**src/rtl/hdb3_ami_decode.sv**
```systemverilog
`default_nettype none
// ============================================================================
//  Module   : hdb3_ami_decode
//  Purpose  : Final stage of the HDB3 receive path. Takes the signed-mark
//             symbol stream left after B/V removal and does four things:
//               - recovers the NRZ bit
//               - flags residual bipolar violations and illegal symbols
//               - declares loss of signal after a long run of non-marks
//               - keeps a saturating error counter for management
//  Revision : 1.0 - initial release
// ----------------------------------------------------------------------------
//  Parameters
//    LOS_ZEROS      consecutive non-marks that declare LOS (4..255)
//    CNT_W          width of the error counter
//  Ports
//    clk            line-rate clock, one symbol per cycle
//    rst_n          synchronous active-low reset
//    remove_bv_code symbol: 01 = +1, 11 = -1, 00 = zero, 10 = illegal
//    clr_cnt        synchronous clear of err_cnt
//    data_out       recovered binary bit (1-cycle latency)
//    code_err       one-cycle pulse on a bipolar violation
//    sym_err        one-cycle pulse on an illegal symbol
//    los            loss-of-signal level flag
//    err_cnt        saturating count of code_err + sym_err events
// ============================================================================
module hdb3_ami_decode #(
  parameter int LOS_ZEROS = 32,
  parameter int CNT_W     = 16
) (
  input  logic             clk,
  input  logic             rst_n,
  input  logic [1:0]       remove_bv_code,
  input  logic             clr_cnt,
  output logic             data_out,
  output logic             code_err,
  output logic             sym_err,
  output logic             los,
  output logic [CNT_W-1:0] err_cnt
);

  localparam logic [7:0]       c_los_zeros = 8'(LOS_ZEROS);
  localparam logic [7:0]       c_run_max   = 8'hFF;
  localparam logic [CNT_W-1:0] c_cnt_max   = '1;
  localparam logic [CNT_W-1:0] c_cnt_one   = CNT_W'(1);

  // Line-state registers
  logic             r_last_pol;   // 0 = last mark was +1, 1 = last mark was -1
  logic             r_pol_valid;
  logic [7:0]       r_zero_run;
  logic             r_los;
  logic [CNT_W-1:0] r_err_cnt;

  // Output registers
  logic             r_data_out;
  logic             r_code_err;
  logic             r_sym_err;

  // Symbol classification. Bit 0 set means a mark; bit 1 then carries the
  // polarity, so the polarity bit can be stored directly as last_pol.
  logic             w_is_mark;
  logic             w_mark_pol;
  logic             w_is_illegal;
  logic             w_code_err;
  logic             w_zero_run_inc;
  logic [7:0]       w_zero_run_next;
  logic             w_los_set;
  logic [CNT_W-1:0] w_cnt_base;
  logic [CNT_W-1:0] w_cnt_next;

  assign w_is_mark    = remove_bv_code[0];
  assign w_mark_pol   = remove_bv_code[1];
  assign w_is_illegal = (remove_bv_code == 2'b10);

  // Upstream has already removed legitimate B/V substitutions, so any two
  // consecutive marks of the same polarity are a genuine line error.
  assign w_code_err = w_is_mark & r_pol_valid & (w_mark_pol == r_last_pol);

  // Zero-run counter saturates so a dead line never wraps back below the
  // LOS threshold.
  assign w_zero_run_inc  = (r_zero_run != c_run_max);
  assign w_zero_run_next = w_zero_run_inc ? (r_zero_run + 8'd1) : r_zero_run;
  assign w_los_set       = ~w_is_mark & (w_zero_run_next == c_los_zeros);

  // Clear first, then count this cycle's error, so a clear coinciding with
  // an error leaves the counter at 1.
  assign w_cnt_base = clr_cnt ? '0 : r_err_cnt;
  assign w_cnt_next = ((w_code_err | w_is_illegal) && (w_cnt_base != c_cnt_max))
                      ? (w_cnt_base + c_cnt_one) : w_cnt_base;

  always_ff @(posedge clk) begin
    if (!rst_n) begin
      r_last_pol  <= 1'b0;
      r_pol_valid <= 1'b0;
      r_zero_run  <= 8'd0;
      r_los       <= 1'b0;
      r_err_cnt   <= '0;
      r_data_out  <= 1'b0;
      r_code_err  <= 1'b0;
      r_sym_err   <= 1'b0;
    end else begin
      r_data_out <= w_is_mark;
      r_code_err <= w_code_err;
      r_sym_err  <= w_is_illegal;
      r_err_cnt  <= w_cnt_next;

      if (w_is_mark) begin
        // A violating mark still becomes the new polarity reference.
        r_last_pol  <= w_mark_pol;
        r_pol_valid <= 1'b1;
        r_zero_run  <= 8'd0;
        r_los       <= 1'b0;
      end else begin
        r_zero_run <= w_zero_run_next;
        if (w_los_set) begin
          // After LOS the polarity history is stale; the first mark of the
          // recovered line must not be judged against it.
          r_los       <= 1'b1;
          r_pol_valid <= 1'b0;
        end
      end
    end
  end

  assign data_out = r_data_out;
  assign code_err = r_code_err;
  assign sym_err  = r_sym_err;
  assign los      = r_los;
  assign err_cnt  = r_err_cnt;

endmodule
`default_nettype wire

```
**config.mk**
```make
export PLATFORM = sky130hd
export DESIGN_NAME = hdb3_ami_decode
export DESIGN_NICKNAME = d
export VERILOG_FILES = /design/src/rtl/hdb3_ami_decode.sv
export SDC_FILE = /design/constraint.sdc
export NUM_CORES = 1
export LEC_CHECK = 0
export CAP_MARGIN = 20
export CORE_ASPECT_RATIO = 1.4
export CORE_MARGIN = 2
export CORE_UTILIZATION = 40
export DETAILED_ROUTE_END_ITERATION = 6
export SLEW_MARGIN = 20
export SYNTH_ARGS = -nofsm -noshare
export SYNTH_HDL_FRONTEND = slang
export SYNTH_SLANG_ARGS = --single-unit
export TNS_END_PERCENT = 30
```
**constraint.sdc**
```tcl
create_clock -name clk -period 2.3 [get_ports clk]
set_input_delay 0.23 -clock clk [delete_from_list [all_inputs] [get_ports clk]]
set_output_delay 0.23 -clock clk [all_outputs]
set_load 0.02 [all_outputs]
```
==> flow_summary_export.csv <==
group,metric,value,unit
clock_tree,clk_pin_slew,0.06,ns
synth,synthArstFlopShare,0,
synth,syn-num-nets,185,
global_routing,grt_pass1_wl,5680,um
pwr,swShare,0.235,
clock_tree,clockRootBuffer,"clkbuf_8",
global_routing,grt_pass1_vias,1300,
critical_path,crit_family,"simple AND/OR/NAND/NOR gates",
critical_path,rr_startpoint,"r_zero_run[0]",
clock_tree,cts_hold_buffers,0,
die,die_h,79.0,um
die,die_x,57.5,um
flow_run,cap_violations,0,
pwr,power_density,528,nW/um^2
placement,dpl_cell_area,1910,sq um
placement,routabilityCongestion,0.871,
die,die-area,4540,sq um
placement,dp_cells,245,
clock_tree,insertion_delay,0.28,ns
clock_tree,max-clock-path-buffers,2,
route,wl,3390,um
die,start_util,0.413,
timing,fin_crit,2.03,ns
layout,antennaDiodeCount,0,
synth,seq_area_frac_synth,0.374,
critical_path,crit_path_cell_trace,"clkdlybuf4s50_1 > and2b_2 > ha_1 > and3b_1 > nand4_4 > o21ai_4 > or3_1 > a21oi_1",
synth,yosys_warnings,0,
layout,final_core_util,0.514,
synth,synth_top_area_frac,0.374,
layout,final_area,2000,sq um
timing,tightest_slew,0.426,ns
pwr,ir_worst_vdd,0.000465,V
synth,netlist_instances,178,
timing,relSlewSlack,0.715,
critical_path,r2r-end,"r_pol_valid",
route,drt-initial-drc-count,35,
critical_path,rr_worst_depth,6,
critical_path,crit_path_end,"err_cnt[4]",
synth,synth-edff-count,0,
critical_path,path_class,"input pin to flop",
clock_tree,h-tree-depth,2,
critical_path,startpoint,"clr_cnt",
layout,final_nets,216,
timing,finalCritPeriodShare,0.881,
critical_path,cp_num_cells,8,
synth,ys.flop_type,"dfxtp_1",
timing,finalHoldViolations,0,
synth,yosys-top-cells-area,"dfxtp_1 37%, nand3_1 4.1%, or3_1 3.5%, xnor2_1 3.3%, nor2_1 2.8%",
route,drc,0,
critical_path,rrSetupSlack,0.33,ns
critical_path,crit_buf_inv,1,
synth,syn_area_per_cell,9.02,sq um
pwr,power_switching,248,uW
route,drt_first_pass_iters,4,
clock_tree,cts_tree,"yes",
route,vias,1399,
timing,drv_slew,0,
critical_path,crit_fanout,15,
layout,nFillCells,362,
timing,clock.fmax,493,MHz
status,outcome,"finished, final reports clean",
pwr,comb_power_share,0.079,
placement,io_buffer_count,24,
timing,rsz0062_at_grt,"false",
die,io_pins,25,
timing,fin_worst_skew,0.00545,ns
route,wl_per_cell,13.4,um
synth,yosysTopAreaCell,"dfxtp_1",
layout,final_common_cell,"dfxtp_1",
timing,holdWs,0.443,ns
worst_hold_path,hp-class,"flop to flop",
layout,most-common-layout-cells,"30 x dfxtp_1, 24 x clkdlybuf4s50_1, 13 x nand3_1",
critical_path,start_kind,"input pin",
clock_tree,cts.sinks,30,
clock_tree,cts_setup_buffers,0,
critical_path,max_stage_delay,0.54,ns
synth,ys_types,50,
placement,hpwl,2590,um
pwr,clock_power_share,0.413,
critical_path,cp.required,2.51,ns
synth,synth_seq_cells,30,
global_routing,grt_max_degree,16,
timing,tns,0,ns
synth,synthesis.area,1610,sq um
pwr,intPower,808,uW
critical_path,cp-end-kind,"flop",
global_routing,grt_overflow,0,
die,num_rows,27,
clock_tree,ctsResizeCount,0,
layout,area.growth.synth_to_final,24.4,%
route,via_per_inst,5.53,
critical_path,cp_slowest_cell,"clkdlybuf4s50_1",
pwr,p_leak,0.000687,uW
layout,layout.cells.non_filler,253,
layout,drive_gt1_frac,0.129,
global_routing,antenna_found_initial,0,
timing,finalSetupViolCount,0,
pwr,power_frac_seq,0.508,
clock_tree,cts_buffers,5,
route,drtAntennaViolNets,0,
die,coreArea,3880,sq um
global_routing,grt_util_all_layers,0.162,
critical_path,crit_arrival,2.24,ns
-- Yosys cell counts, drive strengths merged, types with 5 or more instances --
library cell and count:
and3 5, nand2 9, dfxtp 30, a21oi 6, nor2 12, nor2b 6
o21ai 17, xnor2 6, or3 9, nand3 14
-- per-layer routing --
metal / track usage / wire, um / vias up
li1: - / - / 710
met1: 0.168 / 1390 / 651
met2: 0.281 / 1770 / 27
met3: 0.0472 / 124 / 11
met4: 0.100 / 101 / 0
met5: 0 / 0 / -
-- worst register-to-register path, cell delays in order (launching register included) --
cell and delay, ns:
dfxtp_1 0.36, ha_1 0.28, and3_4 0.22, or4b_1 0.46, o21ai_0 0.11, o2111ai_1 0.18
a31o_1 0.25
-- cells by family (layout without fill, tap and decap cells) --
group                    after synthesis  count (layout)  synth area share
AND/OR/NAND/NOR                       89              89             0.357
buffers and inverters                  9              41            0.0312
adder cells (fa/ha/maj)                2               2            0.0156
AO/OA/AOI/OAI                         34              34             0.143
multiplexers                           4               4            0.0249
flip-flops                            30              30             0.374
XOR/XNOR                              10              10            0.0546
-- how the worst min path moves through the flow --
stage / from / slack, ns / cells past startpoint / endpoint
5_1_grt: los / 0.48 / 2 / los
3_3_place_gp: los / 0.43 / 2 / los
3_5_place_dp: los / 0.44 / 2 / los
6_report: los / 0.44 / 2 / los
4_1_cts: los / 0.45 / 2 / los
2_1_floorplan: remove_bv_code[1] / 0.34 / 2 / sym_err
-- flip-flops by register name, summed over array words and instances, names as in the netlist --
register,cells
code_err,1
data_out,1
err_cnt,16
los,1
r_last_pol,1
r_pol_valid,1
r_zero_run,8
sym_err,1
-- final cells by class --
cell class	count	area, sq um	share of cell area
inverter	3	11.3	0.00564
tap	43	53.8	0.0269
sequential	30	601	0.301
clock buffer	7	86.3	0.0432
clock inverter	1	5.00	0.00251
multi-input combinational	139	955	0.478
timing repair buffer	30	285	0.143
-- power by group through the flow --
stage          registers, uW  clock network, uW  logic, uW
2_1_floorplan            551                  0       49.1
3_3_place_gp             547                  0       81.0
3_5_place_dp             548                  0       83.8
4_1_cts                  536                450       83.8
5_1_grt                  537                478       89.5
6_report                 536                436       83.2
-- through the flow --
| stage | power [uW] | setup WS [ns] |
|---|---|---|
| 3_5_place_dp | 632 | 0.00354 |
| 3_3_place_gp | 628 | 0.0804 |
| 2_1_floorplan | 600 | 0.420 |
| 6_report | 1060 | 0.273 |
| 5_1_grt | 1110 | 0.173 |
| 4_1_cts | 1070 | 0.286 |
(Power assumes the default switching activity.)
